$ cat src/rtl/pipe_ctrl_pkg.sv
// Shared types for the pipeline stall/flush sequencer.
// Used by pipeline_stall_controller (perf counters optional via PIPE_PERF_CNT_EN).
package pipe_ctrl_pkg;

    localparam int unsigned REG_W = 5;

    typedef enum logic [1:0] {
        ST_RUN   = 2'd0,
        ST_LU    = 2'd1,
        ST_MEM   = 2'd2,
        ST_FLUSH = 2'd3
    } state_e;

endpackage

$ cat src/rtl/pipe_perf_counters.sv
// Free-running event counters for the stall controller; each wraps modulo 2^PERF_W.
// Only instantiated when PIPE_PERF_CNT_EN is defined.
module pipe_perf_counters #(
    parameter int unsigned PERF_W = 32
) (
    input  logic              clk,
    input  logic              rst_n,
    input  logic              stall_evt,
    input  logic              flush_evt,
    input  logic              mem_wait_evt,
    output logic [PERF_W-1:0] stall_cycles,
    output logic [PERF_W-1:0] flush_count,
    output logic [PERF_W-1:0] mem_wait_cycles
);

    logic [PERF_W-1:0] stall_q, flush_q, mem_wait_q;
    logic [PERF_W-1:0] stall_d, flush_d, mem_wait_d;

    always_comb begin
        stall_d    = stall_q + PERF_W'(stall_evt);
        flush_d    = flush_q + PERF_W'(flush_evt);
        mem_wait_d = mem_wait_q + PERF_W'(mem_wait_evt);
    end

    always_ff @(posedge clk or negedge rst_n) begin
        if (!rst_n) begin
            stall_q    <= '0;
            flush_q    <= '0;
            mem_wait_q <= '0;
        end else begin
            stall_q    <= stall_d;
            flush_q    <= flush_d;
            mem_wait_q <= mem_wait_d;
        end
    end

    assign stall_cycles    = stall_q;
    assign flush_count     = flush_q;
    assign mem_wait_cycles = mem_wait_q;

endmodule

$ cat src/rtl/pipeline_stall_controller.sv
// Central stall/flush sequencer: MEM wait > redirect > load-use > run.
// Define PIPE_PERF_CNT_EN to add the stall/flush/mem-wait performance counters.
module pipeline_stall_controller
    import pipe_ctrl_pkg::*;
#(
`ifdef PIPE_PERF_CNT_EN
    parameter int unsigned PERF_W      = 32,
`endif
    parameter int unsigned CNT_W       = 8,
    parameter int unsigned MEM_TIMEOUT = 255
) (
    input  logic             clk,
    input  logic             rst_n,
    input  logic             ex_mem_read,
    input  logic [REG_W-1:0] ex_rd,
    input  logic [REG_W-1:0] id_rs1,
    input  logic [REG_W-1:0] id_rs2,
    input  logic             id_use_rs1,
    input  logic             id_use_rs2,
    input  logic             ex_branch_taken,
    input  logic             mem_req,
    input  logic             mem_ready,
`ifdef PIPE_PERF_CNT_EN
    output logic [PERF_W-1:0] stall_cycles,
    output logic [PERF_W-1:0] flush_count,
    output logic [PERF_W-1:0] mem_wait_cycles,
`endif
    output logic             pc_write,
    output logic             if_id_write,
    output logic             id_ex_write,
    output logic             ex_mem_write,
    output logic             if_id_flush,
    output logic             id_ex_flush,
    output logic             mem_wb_bubble,
    output logic             mem_timeout,
    output logic [1:0]       state
);

    state_e           state_q, state_d;
    logic [CNT_W-1:0] wait_cnt_q, wait_cnt_d;
    logic             timeout_q, timeout_d;
    logic             timeout_done_q, timeout_done_d;

    logic mem_wait, redirect, load_use, rs1_hit, rs2_hit;

    assign mem_wait = mem_req & ~mem_ready;
    assign redirect = ex_branch_taken & ~mem_wait;
    assign rs1_hit  = id_use_rs1 & (id_rs1 == ex_rd);
    assign rs2_hit  = id_use_rs2 & (id_rs2 == ex_rd);
    // The ID instruction is killed by a redirect, so its dependency is moot.
    assign load_use = ex_mem_read & (ex_rd != '0) & (rs1_hit | rs2_hit)
                    & ~mem_wait & ~ex_branch_taken;

    always_comb begin
        pc_write      = 1'b1;
        if_id_write   = 1'b1;
        id_ex_write   = 1'b1;
        ex_mem_write  = 1'b1;
        if_id_flush   = 1'b0;
        id_ex_flush   = 1'b0;
        mem_wb_bubble = 1'b0;
        if (!rst_n) begin
            // Hold the pipeline empty while reset is asserted.
            pc_write      = 1'b0;
            if_id_write   = 1'b0;
            id_ex_write   = 1'b0;
            ex_mem_write  = 1'b0;
            if_id_flush   = 1'b1;
            id_ex_flush   = 1'b1;
            mem_wb_bubble = 1'b1;
        end else if (mem_wait) begin
            pc_write      = 1'b0;
            if_id_write   = 1'b0;
            id_ex_write   = 1'b0;
            ex_mem_write  = 1'b0;
            mem_wb_bubble = 1'b1;
        end else if (redirect) begin
            if_id_flush   = 1'b1;
            id_ex_flush   = 1'b1;
        end else if (load_use) begin
            pc_write      = 1'b0;
            if_id_write   = 1'b0;
            id_ex_flush   = 1'b1;
        end
    end

    always_comb begin
        state_d = ST_RUN;
        if (mem_wait) begin
            state_d = ST_MEM;
        end else if (redirect) begin
            state_d = ST_FLUSH;
        end else if (load_use) begin
            state_d = ST_LU;
        end

        wait_cnt_d = '0;
        if (state_d == ST_MEM) begin
            wait_cnt_d = (wait_cnt_q == '1) ? wait_cnt_q : wait_cnt_q + 1'b1;
        end

        // Done flag keeps a saturated counter from re-firing within one episode.
        timeout_d      = (state_q == ST_MEM) && (wait_cnt_q == CNT_W'(MEM_TIMEOUT))
                       && !timeout_done_q;
        timeout_done_d = (state_d == ST_MEM) && (timeout_done_q || timeout_d);
    end

    always_ff @(posedge clk or negedge rst_n) begin
        if (!rst_n) begin
            state_q        <= ST_RUN;
            wait_cnt_q     <= '0;
            timeout_q      <= 1'b0;
            timeout_done_q <= 1'b0;
        end else begin
            state_q        <= state_d;
            wait_cnt_q     <= wait_cnt_d;
            timeout_q      <= timeout_d;
            timeout_done_q <= timeout_done_d;
        end
    end

    assign mem_timeout = timeout_q;
    assign state       = state_q;

`ifdef PIPE_PERF_CNT_EN
    pipe_perf_counters #(
        .PERF_W (PERF_W)
    ) u_perf (
        .clk             (clk),
        .rst_n           (rst_n),
        .stall_evt       (mem_wait | load_use),
        .flush_evt       (redirect),
        .mem_wait_evt    (mem_wait),
        .stall_cycles    (stall_cycles),
        .flush_count     (flush_count),
        .mem_wait_cycles (mem_wait_cycles)
    );
`endif

endmodule

$ cat config.mk
export PLATFORM = sky130hd
export DESIGN_NAME = pipeline_stall_controller
export DESIGN_NICKNAME = d
export VERILOG_FILES = /design/src/rtl/pipe_ctrl_pkg.sv /design/src/rtl/pipe_perf_counters.sv /design/src/rtl/pipeline_stall_controller.sv
export SDC_FILE = /design/constraint.sdc
export NUM_CORES = 1
export LEC_CHECK = 0
export ABC_CLOCK_PERIOD_IN_PS = 2300
export CORE_UTILIZATION = 44
export DETAILED_ROUTE_END_ITERATION = 10
export PLACE_DENSITY = 0.95
export SLEW_MARGIN = 20
export SYNTH_ARGS = -nofsm -noshare
export SYNTH_HDL_FRONTEND = slang
export SYNTH_SLANG_ARGS = --single-unit
$ cat constraint.sdc
create_clock -name clk -period 2.3 [get_ports clk]
set_input_delay 0.46 -clock clk [delete_from_list [all_inputs] [get_ports clk]]
set_output_delay 0.46 -clock clk [all_outputs]
set_load 0.03 [all_outputs]
==> flow_summary.json, run 1 <==
{
  "status": "completed",
  "crit_arrival_ns": 1.78,
  "power.density_nw_per_um2": 441,
  "leakagePower_nw": 0.543,
  "cap_violations": 0,
  "cts_hold_buf": 0,
  "worstHoldPathCells": 1,
  "grt.total_usage_pct": 20.7,
  "insertion_delay_ns": 0.28,
  "cts_tree": "done",
  "dp_hpwl_um": 1420,
  "drc_errors": 0,
  "yosys.area_share.xor_xnor_pct": 16.1,
  "dr.pass1.iters": 2,
  "setup_viol": 0,
  "critPathKind": "in -> out",
  "root_buffer": "clkbuf_4",
  "clock_path_buffers": 2,
  "nFillCells": 100,
  "die_w_um": 43.7,
  "finalWeightedCongestion": 0.887,
  "start_util_pct": 49.0,
  "final_max_slew_viol_count": 0,
  "regToRegEndpoint": "wait_cnt_q[5]",
  "multiInputGateArea_um2": 457,
  "yosysWarnings": 0,
  "rsz0062_at_grt": "yes",
  "synth_area_per_cell_um2": 9.66,
  "drtIter0Drc": 2,
  "max_stage_delay_ns": 0.31,
  "syn-num-nets": 103,
  "drive_gt1_share_pct": 33.3,
  "grt_pass1_wl_um": 2820,
  "fin_setup_tns_ns": 0,
  "synthCells": 79,
  "rows": 14,
  "ir_drop_mv": 0.256,
  "total_power_w": 0.000526,
  "synth_top_family_by_area": "simple AND/OR/NAND/NOR gates",
  "r2r_start": "wait_cnt_q[0]",
  "grt_pass1_vias": 738,
  "finish.utilization_pct": 76.4,
  "synth_compound_area_share_pct": 10.8,
  "synth-simple-area-share_pct": 23.6,
  "cp-end-kind": "output pin",
  "crit_fanout": 3,
  "max_freq_ghz": 0.446,
  "ys_ff_latch": 12,
  "instances_no_fill": 136,
  "synth_mux_area_share_pct": 2.62,
  "seq_area_frac_synth_pct": 39.3,
  "clock-sinks": 12,
  "synth-adder-area-share_pct": 1.64,
  "critPathSlowestCell": "nor4_2",
  "crit_chain": "buf_4 -> xor2_2 -> nor4_2 -> a32oi_2 -> buf_4 -> o31a_1 -> buf_6",
  "worstMarginPinSlew_ns": 0.313,
  "hold_path.class": "reg -> reg",
  "synth_edf_count": 0,
  "synth-async-reset-ratio_pct": 100,
  "hold_start": "timeout_done_q",
  "synth.distinct_cells": 33,
  "synthFlopType": "dfrtp_1",
  "antenna_found_initial": 0,
  "worstSetupStartpointType": "primary input",
  "dp_cells": 132,
  "slew-limit-headroom_pct": 79.0,
  "hold_viol_final": 0,
  "r2r_cells": 5,
  "r2r_slack_ns": 0.70,
  "grt_max_degree": 14,
  "final_antenna_net_count": 0,
  "dieArea_um2": 1910,
  "fin_nets": 145,
  "clk_pin_slew_ns": 0.08,
  "die_y_um": 43.7,
  "via_per_inst": 5.38,
  "crit_required_ns": 1.84,
  "cts_made_buffers": 3,
  "routed_wl_um": 1800,
  "syn_to_final_growth_pct": 56.1,
  "cpMostUsedCell": "buf_4",
  "seqCellArea_um2": 300,
  "antenna_cells": 0,
  "h-tree-depth": 1,
  "ios": 33,
  "period_share_pct": 97.6,
  "holdWs_ns": 0.454,
  "overflow": 0,
  "min_period_ns": 2.24,
  "wl_per_cell_um": 13.2,
  "vias": 731,
  "portBuffers": 32,
  "hold_path_end": "mem_timeout",
  "synth_area_um2": 763,
  "coreArea_um2": 1560,
  "fin_skew_ns": 0.00595
}
synthesized netlist by cell type, types with 2 or more instances:
cell type / instances / area, µm²
nand2_1: 5 / 18.8
dfrtp_1: 12 / 300
nand3_1: 2 / 10.0
xnor2_1: 6 / 52.6
nor4_1: 2 / 12.5
o21ai_0: 2 / 10.0
buf_4: 3 / 22.5
inv_1: 2 / 7.51
mux2i_1: 2 / 20.0
nor2_1: 8 / 30.0
xor2_1: 8 / 70.1
a311oi_1: 2 / 17.5
nand2b_1: 3 / 18.8
a21oi_1: 3 / 15.0
registers in the layout, indices dropped and copies added (netlist names):
name,cells
mem_timeout,1
state,2
timeout_done_q,1
wait_cnt_q,8
area by class of cell:
type | count | share of cell area [%]
inverters | 2 | 0.630
multi-input cells | 60 | 38.3
repair buffers | 42 | 31.1
well taps | 16 | 1.68
clock buffers | 4 | 3.05
flip-flops and latches | 12 | 25.2
kinds of logic after synthesis:
| logic type | count (synthesis) |
|---|---|
| XOR/XNOR | 14 |
| AO/OA/AOI/OAI | 12 |
| flip-flops | 12 |
| buffers and inverters | 7 |
| adder cells (fa/ha/maj) | 1 |
| multiplexers | 2 |
| AND/OR/NAND/NOR | 31 |
how the worst max path moves through the flow:
stage	start	depth (start not counted)	endpoint	slack [ns]
6_report	ex_rd[2]	7	pc_write	0.06
5_1_grt	ex_rd[3]	6	id_ex_flush	-0.03
4_1_cts	ex_rd[0]	8	pc_write	-0.04
3_5_place_dp	ex_rd[1]	6	id_ex_flush	-0.62
3_3_place_gp	ex_rd[1]	6	id_ex_flush	-0.58
2_1_floorplan	ex_rd[0]	4	pc_write	0.12
through the flow:
stage          instance area, µm²  worst slack [ns]
4_1_cts                      1170           -0.0422
3_5_place_dp                 1130            -0.619
6_report                     1190            0.0556
2_1_floorplan                 763             0.124
5_1_grt                      1190           -0.0335
3_3_place_gp                 1130            -0.582
power breakdown:
part | internal (W) | switching [W]
registers | 0.000215 | 0.00000339
logic | 0.0000721 | 0.0000677
clock network | 0.0000963 | 0.0000713
critical path: cells and delay by family:
family          cells  cell delay, ns
buf+inv             3            0.43
compound gates      2            0.43
simple gates        1            0.31
xor+xnor            1            0.15
cell usage in the layout, fill, tap and decap left out, types with 2 or more instances in the layout:
master	Yosys	layout
a21oi_1	3	3
a311oi_1	2	2
and2_1	1	2
buf_2	0	2
buf_4	3	13
buf_6	1	6
clkbuf_2	0	3
clkbuf_4	0	3
clkdlybuf4s15_1	0	2
clkdlybuf4s50_1	0	11
dfrtp_1	12	12
dlygate4sd2_1	0	3
inv_1	2	2
mux2i_1	2	2
nand2_1	5	5
nand2b_1	3	3
nand3_1	2	2
nor2_1	8	8
nor4_2	0	2
xnor2_1	6	6
xor2_1	8	6
xor2_2	0	2
routing by layer:
metal	track usage, %	vias to the layer above	part of all wire [%]
li1	-	352	-
met1	18.3	339	35
met2	38.8	33	55
met3	8.75	7	7.0
met4	11.3	0	2.7
met5	0	-	0
timing repair:
item | 4_1_cts | 5_1_grt
pin swaps | 9 | 8
endpoints found under the setup margin | 3 | 3
buffers inserted | 0 | 0
endpoints found under the hold margin | 0 | 0
gates resized for setup | 35 | 21
Note: power is estimated with default switching activity, not from simulation.
==> run 2: changes to the inputs <==
- TNS_END_PERCENT: not set -> 10
==> results of run 2 <==
Final layout, timing and power as in run 1 (identical DEF).
==> variant (flow settings as in run 2) <==
The option `PIPE_PERF_CNT_EN` is turned on by a define.
--- a/src/rtl/pipeline_stall_controller.sv
+++ b/src/rtl/pipeline_stall_controller.sv
@@ -1,5 +1,7 @@
 // Central stall/flush sequencer: MEM wait > redirect > load-use > run.
 // Define PIPE_PERF_CNT_EN to add the stall/flush/mem-wait performance counters.
+`define PIPE_PERF_CNT_EN
+
 module pipeline_stall_controller
     import pipe_ctrl_pkg::*;
 #(
Check against the original RTL (old outputs only; new: flush_count, mem_wait_cycles and stall_cycles): equivalent (Yosys induction, for registers that start in step).
==> variant against run 2 <==
The run now ends with negative setup slack left. Cell count rose to 5.5 times the old value. First-iteration DRC count increased to 100 times the old value. Global-route usage rose by 0.49 points. Synthesized cell count grew to 5.5 times the old value. Final area grew to 5.9 times the old value. Critical endpoint is now if_id_write. Count of clock-buffer cells in the layout increased by 7. Worst setup slack got worse by 120 ps. Total power rose to 9.3 times the old value. Area after synthesis grew to 6.6 times the old value. Routed wire length grew to 6.6 times the old value. Sequential cell count increased by 96. Critical path type unchanged.
==> variant: results (changes against run 2) <==
* Fill cells at 840 (+740%)
* Failing checks: negative setup slack
* Vias in the first global route at 4,059 (+450%)
* H-tree depth at 3 (+2)
* Most frequent cells after synthesis: dfrtp_1, xnor2_1, nand3_1, nand2_1, xor2_1
* Leak Pwr at 3.204 nW (+490%)
* 1st-iter DRT viols at 199 (+197)
* First-pass GRT wire length at 19.41 mm (+590%)
* DRC errors left at 0 (unchanged)
* Worst setup margin at -62.88 ps (-118.4 ps)
* CP arrival at 1900 ps (+120 ps)
* Main area contributors after synthesis: dfrtp_1, xnor2_1, xor2_1, nand3_1, nand4_1
* Worst-margin pin slew at 813.1 ps (+499.8 ps)
* Skew final at 5.837 ps (-0.1163 ps)
* Antenna Cells at 0 (unchanged)
* Routed length per placed instance at 16.01 µm (+21%)
* Area delta synth->final at 40.66%
* Critical Path Sink: if_id_write
* Reg2reg end: mem_timeout$_DFF_PN0_
* Max stage delay on crit path at 310 ps (about the same)
* Synth Net Count at 464 (+350%)
* Seq/Total Area, Yosys at 53.81% (+14 points)
* Post-synth cell types at 40 (+21%)
* Root Driver: clkbuf_16
* Max Buffers Root-to-Sink at 2 (unchanged)
* DP HPWL at 8.422 mm (+490%)
* Max VDD drop at 0.0008043 V (+210%)
* Critical path's slowest cell: o31a_1
* Reg2Reg Setup Slack at 270 ps (-430 ps)
* Worst-Skew Late Latency at 340 ps (+60 ps)
* Clk slew on worst S/H paths at 70 ps
* Fin nets at 628 (+330%)
* Number of buffers added on ports at 128 (+300%)
* Ratio of cells with drive above 1 in the final layout at 15.42% (-18 points)
* Status: complete, but fails checks
* Total track usage at 21.24% (+0.49 points)
* Inserted Clock Buffers at 9 (+6)
* Antenna violations before repair at 0 (unchanged)
* Hold crit path type: input pin to async pin
* Drt first pass iters at 4 (+2)
* Vias per cell at 5.327 (-0.89%)
* Setup violations, final at 8 (+8)
* Placement Setup Slack at -841.5 ps (-222.2 ps)
* GP Congestion at 0.8493 (-4.3%)
* Largest net degree at the start of global routing at 67 (+53)
-- variant: changes by cell type after synthesis, sizes merged, moves of 6 or more --
cell,run 2,this run
and3,1,18
and4,1,10
dfrtp,12,108
ha,1,7
inv,2,8
nand2,5,35
nand3,3,41
nand4,1,27
nor2,8,15
nor3b,0,6
nor4,2,9
xnor2,6,70
xor2,8,32
-- variant: cells by family (layout without fill, tap and decap cells) --
kind of cell,after synthesis,count (layout),share of synthesized area [%]
fa+ha+maj,7,7,1.744
xor+xnor,102,102,17.79
flops,108,108,53.81
buf+inv,16,185,1.395
simple gates,183,183,22.77
compound gates,16,16,2.093
mux,2,2,0.3986
-- variant: report_power, final --
group | switching (mW) | internal [mW]
Combinational | 0.576 | 0.468
Sequential | 0.250 | 2.06
Clock | 0.680 | 0.840
-- variant: per-stage QoR --
stage                     instances  cell area [µm²]  TNS, ps
after CTS                       742             7004   -587.7
after global placement          721             6654   -24280
after detailed placement        721             6654   -29370
final                           743             7064   -224.7
after floorplan                 434             5052    -2571
after global routing            743             7064    -3540
-- variant: worst min path at each step --
stage          depth (start not counted)                     start  slack (ps)                         endpoint
3_5_place_dp                           1  timeout_done_q$_DFF_PN0_         420            mem_timeout$_DFF_PN0_
3_3_place_gp                           1  timeout_done_q$_DFF_PN0_         410            mem_timeout$_DFF_PN0_
6_report                               2                     rst_n         190  u_perf.flush_count[4]$_DFF_PN0_
2_1_floorplan                          0                     rst_n         160            mem_timeout$_DFF_PN0_
5_1_grt                                2                     rst_n         240  u_perf.flush_count[4]$_DFF_PN0_
4_1_cts                                2                     rst_n         220  u_perf.flush_count[1]$_DFF_PN0_
-- variant: layer usage --
metal / track usage (%) / part of all wire (%) / vias to the layer above
li1: - / - / 1845
met1: 25.40 / 40 / 1944
met2: 37.88 / 53 / 144
met3: 3.766 / 4.7 / 25
met4: 8.205 / 2.0 / 0
met5: 0 / 0 / -
-- variant: timing repair --
item	in CTS	in global routing
gates resized for setup	66	15
setup endpoints to repair	33	43
buffers inserted	5	1
endpoints found under the hold margin	0	0
pin swaps	25	8
-- variant: critical path: cells and delay by family --
kind	cells	cell delay [ps]
AO/OA/AOI/OAI	2	420
buffers and inverters	5	620
AND/OR/NAND/NOR	1	260
XOR/XNOR	1	130
-- variant: cell type report --
cell class | count | area share [%]
inverters | 8 | 0.4251
multi-input cells | 310 | 33.62
well taps | 140 | 2.480
clock inverters | 5 | 0.7439
repair buffers | 161 | 21.18
clock buffers | 11 | 3.294
flip-flops and latches | 108 | 38.26
